==> config.mk <==
export PLATFORM = sky130hd
export DESIGN_NAME = uart_tx_serializer
export DESIGN_NICKNAME = d
export VERILOG_FILES = /design/src/rtl/uart_tx_serializer.sv
export SDC_FILE = /design/constraint.sdc
export NUM_CORES = 1
export LEC_CHECK = 0
export ABC_CLOCK_PERIOD_IN_PS = 5300
export CAP_MARGIN = 20
export CORE_AREA = 8 8 76 65
export DETAILED_ROUTE_END_ITERATION = 10
export DIE_AREA = 0 0 84 73
export PLACE_DENSITY_LB_ADDON = 0.3
export SLEW_MARGIN = 10
export SYNTH_ARGS = -nofsm -noshare
export SYNTH_HDL_FRONTEND = slang
export SYNTH_SLANG_ARGS = --single-unit
==> constraint.sdc <==
create_clock -name i_clk -period 5.3 [get_ports i_clk]
set_input_delay 0.53 -clock i_clk [delete_from_list [all_inputs] [get_ports i_clk]]
set_output_delay 0.53 -clock i_clk [all_outputs]
set_load 0.1 [all_outputs]
==> src/rtl/uart_tx_serializer.sv <==
// ============================================================================
// uart_tx_serializer : drains the TX FIFO and serializes 8N1-style UART frames
// Rev 1.0
// ============================================================================
`default_nettype none

module uart_tx_serializer #(
  parameter int SIZE_DATA  = 8,
  parameter int BAUD_DIV   = 434,
  parameter int PARITY_EN  = 0,
  parameter int PARITY_ODD = 0,
  parameter int STOP_BITS  = 1
) (
  input  logic                 i_clk,
  input  logic                 i_rst_n,
  input  logic                 i_tx_en,
  input  logic                 i_fifo_empty,
  input  logic [SIZE_DATA-1:0] i_fifo_data,
  output logic                 o_fifo_rd_en,
  output logic                 o_tx,
  output logic                 o_busy,
  output logic                 o_done
);

  localparam int BAUD_W = (BAUD_DIV > 1) ? $clog2(BAUD_DIV) : 1;
  localparam int BIT_W  = $clog2(SIZE_DATA + 1);

  localparam logic [BAUD_W-1:0] BAUD_LAST = BAUD_W'(BAUD_DIV - 1);
  localparam logic [BIT_W-1:0]  DATA_LAST = BIT_W'(SIZE_DATA - 1);
  localparam logic [BIT_W-1:0]  STOP_LAST = BIT_W'(STOP_BITS - 1);

  if (BAUD_DIV < 2) begin : g_bad_baud_div
    $fatal(1, "uart_tx_serializer: BAUD_DIV must be >= 2");
  end
  if (STOP_BITS != 1 && STOP_BITS != 2) begin : g_bad_stop_bits
    $fatal(1, "uart_tx_serializer: STOP_BITS must be 1 or 2");
  end

  typedef enum logic [2:0] {
    S_IDLE   = 3'd0,
    S_FETCH  = 3'd1,
    S_LOAD   = 3'd2,
    S_START  = 3'd3,
    S_DATA   = 3'd4,
    S_PARITY = 3'd5,
    S_STOP   = 3'd6
  } state_t;

  state_t               state_q, state_d;
  logic [SIZE_DATA-1:0] shift_q, shift_d;
  logic                 parity_q, parity_d;
  logic [BAUD_W-1:0]    baud_q, baud_d;
  logic [BIT_W-1:0]     bit_q, bit_d;
  logic                 tx_q, tx_d;
  logic                 rd_en_q, rd_en_d;
  logic                 busy_q, busy_d;
  logic                 done_q, done_d;
  logic                 baud_tick;

  always_comb begin
    state_d   = state_q;
    shift_d   = shift_q;
    parity_d  = parity_q;
    baud_d    = baud_q;
    bit_d     = bit_q;
    baud_tick = (baud_q == BAUD_LAST);

    case (state_q)
      S_IDLE: begin
        if (i_tx_en && !i_fifo_empty) begin
          state_d = S_FETCH;
        end
      end
      S_FETCH: begin
        state_d = S_LOAD;
      end
      S_LOAD: begin
        // FIFO read data is valid here, one cycle after the strobe
        shift_d  = i_fifo_data;
        parity_d = (^i_fifo_data) ^ (PARITY_ODD != 0);
        baud_d   = '0;
        bit_d    = '0;
        state_d  = S_START;
      end
      S_START: begin
        if (baud_tick) begin
          baud_d  = '0;
          state_d = S_DATA;
        end else begin
          baud_d = baud_q + 1'b1;
        end
      end
      S_DATA: begin
        if (baud_tick) begin
          baud_d  = '0;
          shift_d = shift_q >> 1;
          if (bit_q == DATA_LAST) begin
            bit_d   = '0;
            state_d = (PARITY_EN != 0) ? S_PARITY : S_STOP;
          end else begin
            bit_d = bit_q + 1'b1;
          end
        end else begin
          baud_d = baud_q + 1'b1;
        end
      end
      S_PARITY: begin
        if (baud_tick) begin
          baud_d  = '0;
          bit_d   = '0;
          state_d = S_STOP;
        end else begin
          baud_d = baud_q + 1'b1;
        end
      end
      S_STOP: begin
        if (baud_tick) begin
          baud_d = '0;
          if (bit_q == STOP_LAST) begin
            bit_d   = '0;
            state_d = S_IDLE;
          end else begin
            bit_d = bit_q + 1'b1;
          end
        end else begin
          baud_d = baud_q + 1'b1;
        end
      end
      default: begin
        state_d = S_IDLE;
      end
    endcase

    // Outputs are decoded from next-state values so they land in flops
    case (state_d)
      S_START:  tx_d = 1'b0;
      S_DATA:   tx_d = shift_d[0];
      S_PARITY: tx_d = parity_d;
      default:  tx_d = 1'b1;
    endcase
    rd_en_d = (state_d == S_FETCH);
    busy_d  = (state_d != S_IDLE);
    done_d  = (state_d == S_STOP) && (baud_d == BAUD_LAST) && (bit_d == STOP_LAST);
  end

  always_ff @(posedge i_clk or negedge i_rst_n) begin
    if (!i_rst_n) begin
      state_q  <= S_IDLE;
      shift_q  <= '0;
      parity_q <= 1'b0;
      baud_q   <= '0;
      bit_q    <= '0;
      tx_q     <= 1'b1;
      rd_en_q  <= 1'b0;
      busy_q   <= 1'b0;
      done_q   <= 1'b0;
    end else begin
      state_q  <= state_d;
      shift_q  <= shift_d;
      parity_q <= parity_d;
      baud_q   <= baud_d;
      bit_q    <= bit_d;
      tx_q     <= tx_d;
      rd_en_q  <= rd_en_d;
      busy_q   <= busy_d;
      done_q   <= done_d;
    end
  end

  assign o_tx         = tx_q;
  assign o_fifo_rd_en = rd_en_q;
  assign o_busy       = busy_q;
  assign o_done       = done_q;

endmodule

`default_nettype wire

==> reports/metrics.yaml, run 1 <==
clocking:
  cts_tree: "done"
  path_clk_slew_ps: 60
  clock-sinks: 29
  numCtsBuffers: 5
  htree_levels: 2
  root_buffer: "clkbuf_8"
  post_cts_resize_count: 0
  post_cts_buffers: 0
  clock_path_buffers: 2
  clock_latency_ps: 280
  cts.hold.buffers_added: 0
drt:
  wl_per_cell_um: 17.31
  met1Wirelength_um: 2385
  drtIter0Drc: 258
  met2_length_um: 2329
  drc_errors: 0
  vias: 1947
  top_layer: "met4"
  drtPass1Iterations: 5
  vias_per_cell: 6.490
  wl_met3_um: 406
  wirelength_um: 5193
  postRouteAntennaNets: 0
yosys:
  synth_top_flop_cell: "dfrtp_1"
  ys_seq_area_share_pct: 34.04
  synth_edf_count: 0
  ys_ff_latch: 29
  postSynth.asyncResetShare_pct: 100.0
  synthesis.area_um2: 2136
  ys_warn_count: 0
  syn_area_per_cell_um2: 8.543
  syn_inst: 250
  synth_nets: 266
  netlist_top_cells_count: "nand2_1 (31), dfrtp_1 (28), o21ai_0 (19)"
  post-synth-top-area-fraction_pct: 32.81
  yosysTopAreaCell: "dfrtp_1"
  synth_cell_type_count: 65
  synth.area.top_cells: "dfrtp_1 (33%), nand2_1 (5.4%), o21ai_0 (4.5%)"
  synth.most_common_cell: "nand2_1"
critical_path:
  crit_path_max_incr_delay_ps: 860
  end_kind: "register"
  path_cells: "nor3b_2 > a41oi_1 > a221oi_1 > nand3_1 > a21oi_1 > a21oi_1"
  cp-start-kind: "register"
  critPathRequiredTime_ps: 5470
  critPathMaxFanout: 24
  startpoint: "state_q[1]$_DFF_PN0_"
  crit_top_cell: "a21oi_1"
  critPathKind: "register to register"
  crit_arrival_ps: 3060
  cpMaxStageDelayCell: "dfrtp_1"
  timing.rr.start: "state_q[1]$_DFF_PN0_"
die:
  dieWidth_um: 84
  start_util_pct: 58.06
  pin_count: 16
  rows: 20
  die_h_um: 73
  core_area_um2: 3679
  dieArea_um2: 6132
placement:
  portBuffers: 15
  dp_hpwl_um: 3668
  place_congestion: 0.8728
sta:
  finalCritPeriodShare_pct: 54.48
  fmax_ghz: 0.3463
  slew_viol_final: 0
  post-route-min-period_ps: 2887
  grt_setup_unrepaired: "no"
  worst_pin_slew_ps: 980.3
  maxSlewHeadroom_pct: 34.44
  fin_tns_setup_ps: 0
  report.final.setup_viol: 0
  hold_viol_final: 0
  finClkSkew_ps: 3.586
global_route:
  grt_max_degree: 30
  antenna_found_initial: 0
  grt_first_pass_wirelength_um: 8721
  gr-total-overflow: 0
  grt_usage_pct: 17.58
  grt_pass1_vias: 1765
final_layout:
  area_delta_synth_final_pct: 10.19
  final_util_pct: 63.98
  drive_above_1_share_pct: 8.203
  nets: 272
  num_antenna_cells: 0
worst_hold_path:
  hp-class: "register to register"
  min_from: "shift_q[5]$_DFFE_PN0P_"
power:
  p_leak_nw: 0.9305
  vdd_drop_max_mv: 0.1801
  p_per_area_nw_per_um2: 373.1
run_status:
  outcome: "completed"
job:
  cap_violations: 0
power breakdown:
part | switching, mW | internal, mW
clock | 0.0804 | 0.103
combinational | 0.173 | 0.137
sequential | 0.100 | 0.285
total | 0.354 | 0.525
state kept, by name, summed over array words and instances, names as in the netlist:
name	flops
state_q	3
baud_q	9
o_fifo_rd_en	1
shift_q	8
o_busy	1
o_tx	1
o_done	1
parity_q	1
bit_q	4
metrics by stage:
step | power [mW] | area [um^2] | hold slack [ps] | std cells | setup WS [ps]
after detailed placement | 0.6900 | 2267 | 469.0 | 293 | 2475
after global routing | 0.9312 | 2354 | 513.8 | 300 | 2150
after floorplan | 0.6117 | 2136 | 234.4 | 250 | 3220
after global placement | 0.6840 | 2267 | 463.9 | 293 | 2582
after CTS | 0.8731 | 2354 | 481.5 | 300 | 2435
final | 0.8781 | 2354 | 487.0 | 300 | 2413
critical path, delay by kind of cell (launching register included):
kind	cells	cell delay, ps
simple gates	2	940
compound gates	4	980
flops	1	860
final timing paths:
check / to / slack, ps / depth (start not counted)
worst min-delay path: shift_q[5]$_DFFE_PN0P_ / 490 / 2
worst max register to register: o_tx$_DFF_PN1_ / 2410 / 6
worst min register to register: shift_q[5]$_DFFE_PN0P_ / 490 / 2
max in group asynchronous: o_tx$_DFF_PN1_ / 4360 / 2
min in group asynchronous: baud_q[2]$_DFF_PN0_ / 630 / 2
worst max-delay path: o_tx$_DFF_PN1_ / 2410 / 6
layout by cell type (no fill, tap or decap), types with 3 or more instances in the layout:
| cell type | Yosys | routed |
|---|---|---|
| nand2_1 | 31 | 31 |
| dfrtp_1 | 28 | 28 |
| o21ai_0 | 19 | 19 |
| nor2_1 | 15 | 15 |
| clkdlybuf4s50_1 | 0 | 15 |
| a21oi_1 | 13 | 13 |
| nand3_1 | 13 | 13 |
| a22oi_1 | 11 | 11 |
| inv_1 | 10 | 10 |
| nand2b_1 | 7 | 7 |
| xnor2_1 | 7 | 7 |
| clkbuf_8 | 0 | 6 |
| or3_1 | 4 | 4 |
| ha_1 | 4 | 4 |
| a221oi_1 | 3 | 3 |
| and2_1 | 3 | 3 |
| a221o_1 | 3 | 3 |
| nor3_1 | 3 | 3 |
| o32ai_1 | 3 | 3 |
logic make-up (layout without fill, tap and decap cells):
group | after synthesis | in the layout | synth area share (%)
AO/OA/AOI/OAI | 79 | 79 | 26.07
adder cells (fa/ha/maj) | 4 | 4 | 2.343
AND/OR/NAND/NOR | 104 | 104 | 29.11
buffers and inverters | 27 | 33 | 5.566
XOR/XNOR | 7 | 7 | 2.871
flip-flops | 29 | 29 | 34.04
routing by layer:
layer | track usage (%) | up-vias
met5 | 0 | -
met4 | 6.501 | 0
met3 | 4.464 | 8
met2 | 25.75 | 80
li1 | - | 939
met1 | 24.20 | 920
area by class of cell:
| class | instances | area, um^2 |
|---|---|---|
| inverter | 10 | 37.54 |
| sequential | 29 | 726.9 |
| fill | 299 | 1325 |
| clock buffer | 7 | 86.33 |
| timing repair buffer | 16 | 157.7 |
| tap | 44 | 55.05 |
| multi-input combinational | 194 | 1290 |
Power figures use the tool's default switching activity.
==> run 2, diff against run 1 <==
--- a/config.mk
+++ b/config.mk
@@ -5,11 +5,11 @@
 export SDC_FILE = /design/constraint.sdc
 export NUM_CORES = 1
 export LEC_CHECK = 0
-export ABC_CLOCK_PERIOD_IN_PS = 5300
+export ABC_CLOCK_PERIOD_IN_PS = 3000
 export CAP_MARGIN = 20
-export CORE_AREA = 8 8 76 65
+export CORE_AREA = 8 8 77 65
 export DETAILED_ROUTE_END_ITERATION = 10
-export DIE_AREA = 0 0 84 73
+export DIE_AREA = 0 0 85 73
 export PLACE_DENSITY_LB_ADDON = 0.3
 export SLEW_MARGIN = 10
 export SYNTH_ARGS = -nofsm -noshare
==> constraint.sdc (replaced) <==
create_clock -name i_clk -period 3 [get_ports i_clk]
set_input_delay 0.3 -clock i_clk [delete_from_list [all_inputs] [get_ports i_clk]]
set_output_delay 0.3 -clock i_clk [all_outputs]
set_load 0.1 [all_outputs]
==> reports/metrics.yaml, run 2 (synthesis gave the netlist of run 1 again) <==
die:
  die_h_um: 73
  dieWidth_um: 85
  dieArea_um2: 6205
  rows: 20
  core_area_um2: 3729
  start_util_pct: 57.28
  pin_count: 16
clocking:
  cts_tree: "done"
  post_cts_buffers: 0
  path_clk_slew_ps: 60
  htree_levels: 2
  clock-sinks: 29
  clock_path_buffers: 2
  clock_latency_ps: 280
  post_cts_resize_count: 0
  numCtsBuffers: 5
  root_buffer: "clkbuf_8"
  cts.hold.buffers_added: 0
placement:
  place_congestion: 0.8915
  portBuffers: 15
  pre_cts_ws_ps: 614.0
  placed_area_um2: 2297
  dp_hpwl_um: 3856
sta:
  setup_slack_ps: 589.5
  hold_viol_final: 0
  fmax_ghz: 0.4148
  worst_pin_slew_ps: 967.1
  fin_tns_setup_ps: 0
  report.final.setup_viol: 0
  finClkSkew_ps: 3.834
  maxSlewHeadroom_pct: 35.32
  post-route-min-period_ps: 2411
  slew_viol_final: 0
  grt_setup_unrepaired: "no"
  finalCritPeriodShare_pct: 80.35
final_layout:
  final_util_pct: 64.33
  drive_above_1_share_pct: 11.83
  nets: 277
  layout_common_cells: "nand2_1 (31), dfrtp_1 (28), o21ai_0 (19)"
  largest_register_ffs: 9
  layout_commonest_cell: "nand2_1"
  area_delta_synth_final_pct: 12.30
  stdcell_area_um2: 2399
  seq_area_um2: 726.9
  top_regs: "baud_q (9), shift_q (8), bit_q (4)"
  regMostFlops: "baud_q"
  fillers: 315
  multi_input_area_um2: 1290
  num_antenna_cells: 0
critical_path:
  critPathKind: "register to register"
  critPathRequiredTime_ps: 3190
  crit_path_max_incr_delay_ps: 700
  end_kind: "register"
  crit_arrival_ps: 2600
  cp_num_buf_inv: 0
  path_cells: "nand2b_1 > a211oi_4 > nor2_1 > a22oi_1 > o2111ai_1 > nor4_2"
  crit_family: "compound AO/OA/AOI/OAI gates"
  cpMaxStageDelayCell: "dfrtp_1"
  cp-start-kind: "register"
  critPathMaxFanout: 29
global_route:
  antenna_found_initial: 0
  grt_pass1_vias: 1795
  grt_first_pass_wirelength_um: 9052
  grt_usage_pct: 18.40
  gr-total-overflow: 0
  grt_max_degree: 30
run_status:
  outcome: "completed"
power:
  p_clk_share_pct: 22.7
  p_per_area_nw_per_um2: 665.0
  p_sw_mw: 0.6316
  p_comb_share_pct: 35.8
  vdd_drop_max_mv: 0.4435
  swShare_pct: 39.60
  intPower_mw: 0.9634
  p_seq_share_pct: 41.5
  p_leak_nw: 0.9686
drt:
  drtIter0Drc: 202
  postRouteAntennaNets: 0
  vias: 1958
  drc_errors: 0
  wl_per_cell_um: 17.41
  vias_per_cell: 6.399
  drtPass1Iterations: 4
  wirelength_um: 5327
job:
  cap_violations: 0
worst_hold_path:
  hp-class: "input pin to asynchronous set/reset pin"
run 2: cell types whose count changed in the layout (fill, tap and decap cells not counted):
cell / delta
clkbuf_1: -1
buf_4: +8
clkdlybuf4s50_1: -3
clkbuf_8: +1
clkinv_2: +1
run 2: metal layers:
metal,GRT usage (%),part of all wire [%],vias to the layer above
met5,0,0,-
met1,24.93,46,918
li1,-,-,953
met4,5.512,1.2,0
met2,27.60,45,78
met3,5.062,8.2,9
run 2: per-stage QoR:
stage,power [mW],instances,hold WS (ps)
floorplan,1.081,250,4.409
global placement,1.217,298,459.4
detailed placement,1.229,298,463.2
CTS,1.593,306,423.9
global route,1.696,306,437.7
finish,1.595,306,406.2
run 2: power by group through the flow:
stage,Combinational (mW),Clock [mW],Sequential [mW]
final,0.572,0.362,0.662
after CTS,0.569,0.365,0.659
after global placement,0.557,0,0.660
after floorplan,0.465,0,0.616
after global routing,0.631,0.380,0.685
after detailed placement,0.563,0,0.666
run 2: layout make-up:
| class | count | share of cell area, % |
|---|---|---|
| clock buffer | 7 | 4.017 |
| tap | 44 | 2.295 |
| sequential | 29 | 30.31 |
| inverter | 10 | 1.565 |
| timing repair buffer | 21 | 7.825 |
| clock inverter | 1 | 0.2087 |
| multi-input combinational | 194 | 53.78 |
run 2: path summary, 6_finish.rpt:
| path | start | endpoint | slack, ps | cells after the start |
|---|---|---|---|---|
| min in group i_clk | shift_q[6]$_DFFE_PN0P_ | shift_q[6]$_DFFE_PN0P_ | 480 | 2 |
| min reg2reg | shift_q[6]$_DFFE_PN0P_ | shift_q[6]$_DFFE_PN0P_ | 480 | 2 |
| min | i_rst_n | o_fifo_rd_en$_DFF_PN0_ | 410 | 2 |
| max | state_q[0]$_DFF_PN0_ | o_done$_DFF_PN0_ | 590 | 6 |
| max reg2reg | state_q[0]$_DFF_PN0_ | o_done$_DFF_PN0_ | 590 | 6 |
| max in group asynchronous | i_rst_n | o_tx$_DFF_PN1_ | 2280 | 2 |
==> run 3, diff against run 2 <==
--- a/config.mk
+++ b/config.mk
@@ -5,11 +5,11 @@
 export SDC_FILE = /design/constraint.sdc
 export NUM_CORES = 1
 export LEC_CHECK = 0
-export ABC_CLOCK_PERIOD_IN_PS = 3000
+export ABC_CLOCK_PERIOD_IN_PS = 2000
 export CAP_MARGIN = 20
-export CORE_AREA = 8 8 77 65
+export CORE_AREA = 8 8 80 68
 export DETAILED_ROUTE_END_ITERATION = 10
-export DIE_AREA = 0 0 85 73
+export DIE_AREA = 0 0 88 76
 export PLACE_DENSITY_LB_ADDON = 0.3
 export SLEW_MARGIN = 10
 export SYNTH_ARGS = -nofsm -noshare
==> constraint.sdc (replaced) <==
create_clock -name i_clk -period 2 [get_ports i_clk]
set_input_delay 0.2 -clock i_clk [delete_from_list [all_inputs] [get_ports i_clk]]
set_output_delay 0.2 -clock i_clk [all_outputs]
set_load 0.1 [all_outputs]
==> reports/metrics.yaml, run 3 (synthesis gave the netlist of run 1 again) <==
critical_path:
  r2r_setup_slack_ps: -160
  regToRegEndpoint: "o_tx$_DFF_PN1_"
  crit_arrival_ps: 2370
  end_kind: "register"
  r2r_cells: 8
  critPathMaxFanout: 6
  critPathKind: "register to register"
  critPathRequiredTime_ps: 2210
  timing.rr.start: "baud_q[1]$_DFF_PN0_"
  cp-start-kind: "register"
drt:
  drtIter0Drc: 136
  wirelength_um: 6378
  met2_length_um: 2900
  top_layer: "met4"
  wl_met3_um: 604
  vias: 2276
  drtPass1Iterations: 5
  drc_errors: 0
  vias_per_cell: 6.021
  postRouteAntennaNets: 0
  wl_per_cell_um: 16.87
  met1Wirelength_um: 2755
global_route:
  antenna_found_initial: 0
  gr-total-overflow: 0
  grt_max_degree: 30
  grt_usage_pct: 19.30
  grt_pass1_vias: 2155
  grt_first_pass_wirelength_um: 10360
sta:
  finClkSkew_ps: 6.969
  finalCritPeriodShare_pct: 108.1
  hold_ws_ps: 297.9
  hold_viol_final: 0
  fin_tns_setup_ps: -382.4
  grt_setup_unrepaired: "yes"
  post-route-min-period_ps: 2162
  worst_pin_slew_ps: 427.5
  maxSlewHeadroom_pct: 71.13
  slew_viol_final: 0
  report.final.setup_viol: 4
  setup_slack_ps: -162.2
  fmax_ghz: 0.4625
die:
  dieArea_um2: 6688
  die_h_um: 76
  start_util_pct: 50.06
  core_area_um2: 4267
  pin_count: 16
  rows: 22
  dieWidth_um: 88
final_layout:
  layout_common_cells: "buf_4 (66), nand2_1 (30), dfrtp_1 (28)"
  largest_register_ffs: 9
  drive_above_1_share_pct: 31.45
  final_util_pct: 68.92
  regMostFlops: "baud_q"
  num_antenna_cells: 0
  nets: 333
  fin_cells: 378
  stdcell_area_um2: 2940
  layout_commonest_cell: "buf_4"
  area_delta_synth_final_pct: 37.67
  top_regs: "baud_q (9), shift_q (8), bit_q (4)"
clocking:
  htree_levels: 2
  clock_latency_ps: 280
  numCtsBuffers: 5
  root_buffer: "clkbuf_8"
  cts.hold.buffers_added: 0
  clock-sinks: 29
  clock_path_buffers: 2
  path_clk_slew_ps: 70
  cts_tree: "done"
placement:
  placedCellCount: 363
  place_congestion: 0.9611
  pre_cts_ws_ps: -143.2
  placed_area_um2: 2701
  dp_hpwl_um: 4631
  portBuffers: 15
power:
  vdd_drop_max_mv: 0.8574
  p_per_area_nw_per_um2: 999.5
  power_mw: 2.939
  p_leak_nw: 1.273
job:
  cap_violations: 0
run_status:
  violations: "negative setup slack"
  outcome: "finished, violations left"
worst_hold_path:
  hp-class: "input pin to asynchronous set/reset pin"
run 3: changes by cell type in the layout (fill, tap and decap cells not counted), sizes merged:
cell	change
buf	+57
bufinv	+2
clkbuf	-2
clkdlybuf4s50	-1
run 3: worst max-delay path, cell delays in order, from the launching register on:
cell	delay, ps
dfrtp_1	420
inv_1	80
ha_2	210
and4b_2	340
a41oi_1	250
a221oi_2	420
nand3_1	130
a21oi_1	180
a21oi_1	60
run 3: metal layers:
metal | up-vias | track usage, %
met2 | 123 | 29.45
met1 | 1074 | 26.00
li1 | 1063 | -
met3 | 16 | 4.526
met4 | 0 | 5.832
met5 | - | 0
run 3: power breakdown:
part           internal (mW)  total, mW  switching (mW)  leakage, nW
Combinational          0.609       1.29           0.679        0.843
Sequential             0.757      0.924           0.166        0.361
Clock                  0.495      0.727           0.233       0.0681
Total                   1.86       2.94            1.08         1.27
run 3: worst max path at each step:
stage / from / to / cells past startpoint
floorplan: baud_q[1]$_DFF_PN0_ / o_done$_DFF_PN0_ / 8
global placement: baud_q[1]$_DFF_PN0_ / o_done$_DFF_PN0_ / 8
detailed placement: baud_q[0]$_DFF_PN0_ / o_done$_DFF_PN0_ / 7
CTS: baud_q[1]$_DFF_PN0_ / o_done$_DFF_PN0_ / 8
global route: baud_q[0]$_DFF_PN0_ / o_done$_DFF_PN0_ / 7
finish: baud_q[1]$_DFF_PN0_ / o_tx$_DFF_PN1_ / 8
run 3: layout make-up:
type | count | area [um^2]
clock inverter | 3 | 65.06
fill | 306 | 1326
tap | 60 | 75.07
timing repair buffer | 77 | 605.6
inverter | 10 | 37.54
clock buffer | 5 | 68.82
sequential | 29 | 726.9
multi-input combinational | 194 | 1361
run 3: repair_timing:
action	in CTS	in global routing
hold endpoints to repair	0	0
endpoints found under the setup margin	4	5
resized for setup	7	6
buffers inserted	3	4
pin swaps	2	4
